### src/rtl/mult_pkg.sv
// Shared constants for the iterative multiplier.
//   ST_*       : FSM state encoding (IDLE / BUSY / DONE)
//   cnt_width  : bits needed to hold an iteration count of 0..w
package mult_pkg;

  localparam logic [1:0] ST_IDLE = 2'd0;
  localparam logic [1:0] ST_BUSY = 2'd1;
  localparam logic [1:0] ST_DONE = 2'd2;

  function automatic int cnt_width(input int w);
    return $clog2(w + 1);
  endfunction

endpackage

### src/rtl/seq_mult.sv
// Iterative shift-add multiplier, one partial product per clock.
// Ports:
//   clk, rst_n          : clock, synchronous active-low reset
//   in_valid/in_ready   : operand handshake (a, b, is_signed)
//   a, b                : WIDTH-bit operands
//   is_signed           : 1 = two's complement operands, 0 = unsigned
//   out_valid/out_ready : result handshake
//   p                   : 2*WIDTH-bit product, held until the next result
//   busy                : high while iterating
// Signed operands are reduced to magnitudes up front; the sign is reapplied
// once at the end, so the iteration loop is purely unsigned.
module seq_mult
  import mult_pkg::*;
#(
  parameter int WIDTH = 4
) (
  input  logic               clk,
  input  logic               rst_n,
  input  logic               in_valid,
  output logic               in_ready,
  input  logic [WIDTH-1:0]   a,
  input  logic [WIDTH-1:0]   b,
  input  logic               is_signed,
  output logic               out_valid,
  input  logic               out_ready,
  output logic [2*WIDTH-1:0] p,
  output logic               busy
);

  localparam int CW = cnt_width(WIDTH);
  localparam int AW = 2 * WIDTH + 1;
  localparam logic [CW-1:0] CNT_INIT = CW'(WIDTH);
  localparam logic [CW-1:0] CNT_LAST = CW'(1);

  logic [1:0]         state_q, state_d;
  logic [AW-1:0]      acc_q, acc_d;
  logic [WIDTH-1:0]   mcand_q, mcand_d;
  logic [WIDTH-1:0]   mplr_q, mplr_d;
  logic               neg_q, neg_d;
  logic [CW-1:0]      cnt_q, cnt_d;
  logic [2*WIDTH-1:0] p_q, p_d;
  logic               ovld_q, ovld_d;

  logic [WIDTH-1:0]   a_mag, b_mag;
  logic [WIDTH:0]     upper_sum;
  logic [AW-1:0]      acc_step;
  logic [2*WIDTH-1:0] prod, prod_sgn;

  // Magnitude of the most-negative value (2^(WIDTH-1)) still fits WIDTH bits.
  assign a_mag = (is_signed && a[WIDTH-1]) ? (~a + 1'b1) : a;
  assign b_mag = (is_signed && b[WIDTH-1]) ? (~b + 1'b1) : b;

  // Add into the upper WIDTH+1 bits, then shift the whole accumulator right.
  assign upper_sum = acc_q[AW-1:WIDTH] + (mplr_q[0] ? {1'b0, mcand_q} : '0);
  assign acc_step  = {upper_sum, acc_q[WIDTH-1:0]} >> 1;
  assign prod      = acc_step[2*WIDTH-1:0];
  assign prod_sgn  = neg_q ? (~prod + 1'b1) : prod;

  assign in_ready  = (state_q == ST_IDLE) && rst_n;
  assign busy      = (state_q == ST_BUSY);
  assign out_valid = ovld_q;
  assign p         = p_q;

  always_comb begin
    state_d = state_q;
    acc_d   = acc_q;
    mcand_d = mcand_q;
    mplr_d  = mplr_q;
    neg_d   = neg_q;
    cnt_d   = cnt_q;
    p_d     = p_q;
    ovld_d  = ovld_q;
    case (state_q)
      ST_IDLE: begin
        if (in_valid) begin
          mcand_d = a_mag;
          mplr_d  = b_mag;
          neg_d   = is_signed && (a[WIDTH-1] ^ b[WIDTH-1]);
          acc_d   = '0;
          cnt_d   = CNT_INIT;
          state_d = ST_BUSY;
        end
      end
      ST_BUSY: begin
        acc_d  = acc_step;
        mplr_d = mplr_q >> 1;
        cnt_d  = cnt_q - 1'b1;
        if (cnt_q == CNT_LAST) begin
          p_d     = prod_sgn;
          ovld_d  = 1'b1;
          state_d = ST_DONE;
        end
      end
      ST_DONE: begin
        if (out_ready) begin
          ovld_d  = 1'b0;
          state_d = ST_IDLE;
        end
      end
      default: state_d = ST_IDLE;
    endcase
  end

  always_ff @(posedge clk) begin
    if (!rst_n) begin
      state_q <= ST_IDLE;
      acc_q   <= '0;
      mcand_q <= '0;
      mplr_q  <= '0;
      neg_q   <= 1'b0;
      cnt_q   <= '0;
      p_q     <= '0;
      ovld_q  <= 1'b0;
    end else begin
      state_q <= state_d;
      acc_q   <= acc_d;
      mcand_q <= mcand_d;
      mplr_q  <= mplr_d;
      neg_q   <= neg_d;
      cnt_q   <= cnt_d;
      p_q     <= p_d;
      ovld_q  <= ovld_d;
    end
  end

endmodule

### config.mk
export PLATFORM = sky130hd
export DESIGN_NAME = seq_mult
export DESIGN_NICKNAME = d
export VERILOG_FILES = /design/src/rtl/mult_pkg.sv /design/src/rtl/seq_mult.sv
export SDC_FILE = /design/constraint.sdc
export NUM_CORES = 1
export LEC_CHECK = 0
export BUFFER_PORTS_ARGS = -buffer_cell sky130_fd_sc_hd__buf_2
export CAP_MARGIN = 20
export CELL_PAD_IN_SITES_DETAIL_PLACEMENT = 1
export CELL_PAD_IN_SITES_GLOBAL_PLACEMENT = 1
export CORE_AREA = 5 5 75 60
export DETAILED_ROUTE_END_ITERATION = 16
export DIE_AREA = 0 0 80 65
export GPL_ROUTABILITY_DRIVEN = 0
export GPL_TIMING_DRIVEN = 0
export PLACE_DENSITY_LB_ADDON = 0.1
export SETUP_SLACK_MARGIN = 0.15
export SLEW_MARGIN = 20
export SYNTH_ARGS = -nofsm -noshare
export SYNTH_HDL_FRONTEND = slang
export SYNTH_SLANG_ARGS = --single-unit
### constraint.sdc
create_clock -name clk -period 5.9 [get_ports clk]
set_clock_uncertainty 0.05 [all_clocks]
set_input_delay 1.18 -clock clk [delete_from_list [all_inputs] [get_ports clk]]
set_output_delay 1.18 -clock clk [all_outputs]
set_load 0.03 [all_outputs]
**Word level (Yosys, flattened, before mapping)**

Index checks and enable logic that the tools add are counted.

- RAM bits: 0
- Bits in latches: 0
- Bits of input ports: 13
- ROM bits: 0
- Output and inout bits: 11
- Logic and storage cells: 52
- Memories kept: 0
- Register bits: 32

- Reductions and logical operators: 12
- Bitwise logic cells: 4
- Add/sub/neg operators: 5
- Magnitude comparators: 0
- Shift-type cells: 0
- Divide/modulo/power cells: 0
- Eq/ne operators: 6
- Muxes and demuxes: 17
- Multipliers: 0

Operator list:

| cell | number |
|---|---|
| 9-bit one-hot mux with 2 select lines | 1 |
| 4-bit 2-to-1 mux | 4 |
| 9-bit 2-to-1 mux | 1 |
| 4-bit by 1-bit adder with 4-bit output, second input constant | 2 |
| 8-bit by 1-bit adder with 8-bit output, second input constant | 1 |
| 8-bit 2-to-1 mux | 1 |
| 4-bit NOT | 2 |
| 8-bit NOT | 1 |
| 4-bit one-hot mux with 2 select lines | 1 |
| 2-bit 2-to-1 mux | 3 |
| 2-bit one-hot mux with 3 select lines | 1 |
| 3-bit one-hot mux with 2 select lines | 1 |
| 2-bit AND reduction | 3 |
| 3-bit AND reduction | 2 |
| 5-bit by 4-bit adder with 5-bit output | 1 |
| 1-bit logical AND | 4 |
| 2-bit inequality test, second input constant | 2 |
| 2-bit nonzero test | 2 |
| 3-bit by 1-bit == test with 1-bit output, second input constant | 1 |
| 3-bit 2-to-1 mux | 1 |
| 3-bit by 1-bit subtractor with 3-bit output, second input constant | 1 |
| 2-bit by 1-bit == test with 1-bit output, second input constant | 1 |
| 2-bit == test, second input constant | 1 |
| 2-bit logical NOT | 1 |
| other kinds (4) | 5 |

**Logic depth before layout (Yosys ltp)**

Gate-level depths: netlist of the first run.

- Depth in word-level cells: 5
- Depth in mapped cells: 8
- Depth with buffers taken out: 8

**Least setup slack after synthesis of the first run**

No wires, ideal clock.

- Kind: input to output
- Start: in rst_n
- End: out in_ready
- Slack: 2781 ps
- Path buffers: 0
- Cell stages on the path: 2
- Data required time: 4670 ps
- Arrival time: 1889 ps
- Cells stage by stage: inv_2 nor3_1

- Cells in the longest elaborated chain, start to end: 1

Ends and longest elaborated chain:

| item | RTL line | text |
|---|---|---|
| from (decl) | seq_mult.sv:18 | `input logic rst_n,` |
| 1-bit logical AND | seq_mult.sv:59 | `assign in_ready = (state_q == ST_IDLE) && rst_n;` |
| to (decl) | seq_mult.sv:20 | `output logic in_ready,` |

No other way between the ends.

**Worst setup path after layout of the first run**

Ends and elaborated chain as after synthesis.

==> impl_metrics.tcl, run 1 <==
set metrics [dict create \
    io_buffers 23 \
    power.density_nw_per_um2 244 \
    ys_types 38 \
    rsz0062_at_grt "no" \
    drive_above_1_share_pct 16.7 \
    worstHoldPathType "reg2reg" \
    dr.pass1.iters 4 \
    start_util_pct 41.0 \
    clockBufferDepth 2 \
    clock-root-buffer "clkbuf_8" \
    drv_cap 0 \
    die_area_um2 5200 \
    grt_max_degree 11 \
    post-route-drc-count 0 \
    cts_buffers 5 \
    endpoint_kind "output port" \
    drv_slew 0 \
    cts.sinks 30 \
    start_kind "primary input" \
    cp_slowest_cell "buf_2" \
    h-tree-depth 2 \
    path_class "in2out" \
    max_freq_mhz 333 \
    clk_latency_ns 0.28 \
    critPathMostFrequentCell "buf_2" \
    antenna_found_initial 0 \
    rows 20 \
    required_ns 4.67 \
    finalWirelength_um 4190 \
    ff2ff_path_depth 8 \
    synth.cell_area_um2 1560 \
    path_buf_inv 3 \
    post_cts_resized 0 \
    worst_pin_slew_ns 0.526 \
    hold_depth 2 \
    diodes 0 \
    tns_ns 0 \
    vias 1457 \
    cts_hold_buf 0 \
    dp_cells 270 \
    stdcell_count 277 \
    synth.avg_cell_area_um2 8.12 \
    cpPeakStageDelay_ns 0.22 \
    crit_fanout 10 \
    wl_per_cell_um 15.1 \
    setup_viol 0 \
    final_common_cell "dfxtp_1" \
    synthCells 192 \
    finalNetCount 245 \
    clkSlewWorstSetupHoldPaths_ns 0.06 \
    crit_chain "buf_2 > inv_2 > nor3_1 > buf_2" \
    ys_warn_count 0 \
    arrival_ns 1.77 \
    status "finished, final reports clean" \
    pin_count 24 \
    grt_pass1_wl_um 7310 \
    area.growth.synth_to_final_pct 16.7 \
    grt_use_total_pct 18.5 \
    power_leakage_nw 0.776 \
    grt_pass1_vias 1582 \
    die_h_um 65 \
    dp_hpwl_um 3220 \
    core_area_um2 3800 \
    vias_per_cell 5.26 \
    fp.dieW_um 80 \
    ys_ff_latch 30 \
    detail-route-antenna-nets 0 \
    synth_nets 215 \
    cts_tree "built" \
    grt_overflow 0 \
    drtIter0Drc 45 \
    post_cts_buffers 0 \
    crit_cells 4 \
    fin_crit_ns 3.00 \
    final_hold_viol_count 0 \
    synth-seq-area-share_pct 38.5 \
    cpLargestDelayFamily "buffers and inverters" \
    fin_crit_sh_pct 50.9 \
    mostFrequentLayoutCells "dfxtp_1, nand2_1, buf_2" \
    ir_drop_uv 130 \
    relSlewSlack_pct 64.9 \
]
## per-layer routing
layer / vias to the layer above / GRT usage, % / wire [um]
li1: 715 / - / -
met1: 715 / 21.1 / 1880
met2: 23 / 32.2 / 2110
met3: 4 / 5.83 / 151
met4: 0 / 6.33 / 53
met5: - / 0 / 0
## report_power, final
group / total, mW / switching (mW) / internal (mW)
clock network: 0.158 / 0.0764 / 0.0811
logic: 0.0679 / 0.0451 / 0.0228
registers: 0.218 / 0.00633 / 0.212
total: 0.443 / 0.128 / 0.316
## final timing paths
| check | slack [ns] | to | startpoint |
|---|---|---|---|
| max | 2.90 | in_ready | rst_n |
| min | 0.40 | mplr_q[2]$_SDFFE_PN0P_ | mplr_q[3]$_SDFFE_PN0P_ |
| max reg2reg | 3.65 | p[7]$_SDFFE_PN0P_ | mplr_q[0]$_SDFFE_PN0P_ |
| min reg2reg | 0.40 | mplr_q[2]$_SDFFE_PN0P_ | mplr_q[3]$_SDFFE_PN0P_ |
## through the flow
stage / hold slack, ns / area [um2] / power [mW] / util [%] / setup slack [ns]
2_1_floorplan: 0.382 / 1560 / 0.265 / - / 2.78
3_3_place_gp: 0.388 / 1740 / 0.285 / 45.8 / 2.90
3_5_place_dp: 0.396 / 1740 / 0.290 / 45.8 / 2.88
4_1_cts: 0.406 / 1820 / 0.449 / 47.8 / 2.88
5_1_grt: 0.428 / 1820 / 0.471 / 47.8 / 2.81
6_report: 0.402 / 1820 / 0.443 / 47.8 / 2.90
## area by class of cell
cell class	instances	area, um2
fill	500	1980
multi-input combinational	143	886
sequential	30	601
timing repair buffer	23	115
clock buffer	7	76.3
tap	55	68.8
inverter	10	37.5
buffer	9	35.0
## tightest hold or removal path: stages (launching register included)
cell     delay (ns)
dfxtp_1        0.31
nand2_1        0.05
a21oi_1        0.05
## registers in the layout, indices dropped and copies added, names as in the netlist
name and flops:
acc_q 7, cnt_q 3, mcand_q 4, mplr_q 4, neg_q 1, out_valid 1, p 8, state_q 2
## synth_stat cells
library cell  count  area (um2)
a221oi_1          1        8.76
o211ai_1          1        7.51
nand3b_1          1        7.51
buf_2             1        5.00
a31oi_1           2        12.5
a21oi_1          22         110
dfxtp_1          30         601
o31ai_1           5        37.5
xor2_1            6        52.6
nor2_1           20        75.1
a22oi_1           2        15.0
ha_1              9         113
nor2b_1           1        6.26
inv_2             2        7.51
a21oi_2           1        8.76
xnor2_1           4        35.0
nor3_2            1        10.0
and2_1            6        37.5
or2_1             1        6.26
or4_4             1        11.3
nor3_1            1        5.00
clkbuf_1          7        26.3
fa_1              1        20.0
buf_1             1        3.75
o21ai_0           1        5.00
nand2_1          27         101
nand3_1          13        65.1
or3b_2            1        8.76
o21ai_1           3        15.0
a211oi_1          4        30.0
o31a_1            1        8.76
inv_1             8        30.0
xor2_4            1        27.5
a311oi_1          1        8.76
a21o_1            2        15.0
and3_1            1        6.26
nand2b_1          1        6.26
nand2b_2          1        8.76
## cell families after synthesis
family          after synthesis  synth area share [%]
xor+xnor                     11                  7.38
flops                        30                  38.5
simple gates                 76                  22.8
fa+ha+maj                    10                  8.51
compound gates               46                  18.1
buf+inv                      19                  4.65
(Power assumes the default switching activity.)
==> run 2, diff against run 1 <==
- CORE_AREA: 5 5 75 60 -> 5 5 81 65
- DIE_AREA: 0 0 80 65 -> 0 0 86 70
- clock period: 5.9 -> 2.45 ns (I/O delays scaled with it)
==> run 2 against run 1 <==
Compared with the run above: largest cell class unchanged; critical endpoint is now p[7]$_SDFFE_PN0P_; non-clock buffer count is 1 lower; wire length increased by 1.5%; combinational power increased by 140%; largest power group unchanged; setup slack worse by 2.7 ns.
==> impl_metrics.tcl, run 2 (synthesized netlist as in run 1, its figures left out) <==
set metrics [dict create \
    drv_cap 0 \
    antenna_found_initial 0 \
    drtIter0Drc 71 \
    mostFrequentLayoutCells "dfxtp_1, nand2_1, buf_2" \
    die_area_um2 6020 \
    grt_overflow 0 \
    grt_pass1_vias 1580 \
    fp.dieW_um 86 \
    rows 21 \
    die_h_um 70 \
    fillers 538 \
    vias_per_cell 5.15 \
    start_kind "flip-flop" \
    status "finished, final reports clean" \
    fin_crit_sh_pct 90.0 \
    area.growth.synth_to_final_pct 20.1 \
    clockBufferDepth 2 \
    clock-root-buffer "clkbuf_8" \
    dr.pass1.iters 4 \
    fin_crit_ns 2.20 \
    drv_slew 0 \
    io_buffers 23 \
    clk_latency_ns 0.28 \
    wl_per_cell_um 15.3 \
    hold_depth 2 \
    final_common_cell "dfxtp_1" \
    diodes 0 \
    vias 1433 \
    setup_viol 0 \
    ff2ff_path_depth 8 \
    regToRegStartpoint "mplr_q[0]$_SDFFE_PN0P_" \
    rsz0062_at_grt "yes" \
    h-tree-depth 2 \
    holdPathEnd "mcand_q[3]$_SDFFE_PN0P_" \
    clkSlewWorstSetupHoldPaths_ns 0.07 \
    ff2ff_setup_slack_ns 0.25 \
    worst_pin_slew_ns 0.521 \
    largest_reg_flops 8 \
    endpoint_kind "flip-flop" \
    required_ns 2.57 \
    hold_slack_ns 0.405 \
    pin_count 24 \
    cts_tree "built" \
    path_class "reg2reg" \
    finalNetCount 244 \
    start_util_pct 36.0 \
    power.density_nw_per_um2 640 \
    grt_pass1_wl_um 7320 \
    worstHoldStart "mcand_q[3]$_SDFFE_PN0P_" \
    grt_max_degree 11 \
    max_freq_mhz 454 \
    finalWirelength_um 4260 \
    grt_use_total_pct 15.4 \
    dp_hpwl_um 3240 \
    tns_ns 0 \
    worstHoldPathType "reg2reg" \
    stdcell_count 278 \
    relSlewSlack_pct 65.3 \
    core_area_um2 4340 \
    r2r-end "p[7]$_SDFFE_PN0P_" \
    cts_hold_buf 0 \
    arrival_ns 2.32 \
    dp_cells 272 \
    drive_above_1_share_pct 18.6 \
    detail-route-antenna-nets 0 \
    power_leakage_nw 0.796 \
    final_hold_viol_count 0 \
    ir_drop_uv 361 \
    post-route-drc-count 0 \
    cts.sinks 30 \
    cts_buffers 5 \
    crit_fanout 5 \
]
## run 2: cell count changes in the layout (fill, tap and decap cells not counted)
cell / before / now
clkbuf_1: 9 / 6
a21oi_1: 22 / 21
a21oi_4: 0 / 1
bufinv_16: 0 / 1
clkbuf_8: 5 / 6
xor2_1: 6 / 5
xor2_2: 0 / 1
## run 2: repair_timing
action,CTS,global route
gates resized for setup,0,3
buffers inserted,0,0
endpoints found under the setup margin,0,2
hold endpoints to repair,0,0
## run 2: cell type report
| cell class | instances | area (um2) | share of cell area, % |
|---|---|---|---|
| Buffer | 8 | 31.3 | 1.67 |
| Clock buffer | 6 | 82.6 | 4.41 |
| Clock inverter | 1 | 30.0 | 1.60 |
| Inverter | 10 | 37.5 | 2.00 |
| Multi-Input combinational cell | 143 | 905 | 48.3 |
| Sequential cell | 30 | 601 | 32.1 |
| Tap cell | 57 | 71.3 | 3.81 |
| Timing Repair Buffer | 23 | 115 | 6.15 |
## run 2: worst max-delay path, stage by stage (launching register included)
cell and delay (ns):
dfxtp_1 0.34, and2_1 0.15, ha_1 0.22, fa_1 0.44, a21o_1 0.22, a21oi_4 0.19, nor2_1 0.06, and3_1 0.19
o31a_1 0.23
## run 2: stage by stage
step / setup WS (ns) / power (mW) / instance area [um2] / utilization [%]
detailed placement: 0.190 / 0.698 / 1750 / 40.3
global route: 0.141 / 1.26 / 1870 / 43.2
global placement: 0.253 / 0.689 / 1750 / 40.3
finish: 0.246 / 1.20 / 1870 / 43.2
CTS: 0.159 / 1.21 / 1860 / 42.9
floorplan: 0.411 / 0.639 / 1560 / -
## run 2: metal layers
metal  track usage [%]  share of wire, %
met2              25.8                49
met4              5.27               1.3
met1              19.1                46
met3              3.53               3.5
met5                 0                 0
## run 2: worst max-delay path by stage
stage                                start           endpoint
floorplan           mplr_q[0]$_SDFFE_PN0P_  p[7]$_SDFFE_PN0P_
CTS                 mplr_q[0]$_SDFFE_PN0P_  p[7]$_SDFFE_PN0P_
detailed placement  mplr_q[0]$_SDFFE_PN0P_  p[7]$_SDFFE_PN0P_
global placement    mplr_q[0]$_SDFFE_PN0P_  p[7]$_SDFFE_PN0P_
global route        mplr_q[0]$_SDFFE_PN0P_  p[7]$_SDFFE_PN0P_
finish              mplr_q[0]$_SDFFE_PN0P_  p[7]$_SDFFE_PN0P_
## run 2: report_power, final
part | internal, mW | total [mW] | switching [mW]
Clock | 0.325 | 0.514 | 0.189
Combinational | 0.0539 | 0.161 | 0.107
Sequential | 0.510 | 0.524 | 0.0140
Total | 0.889 | 1.20 | 0.310
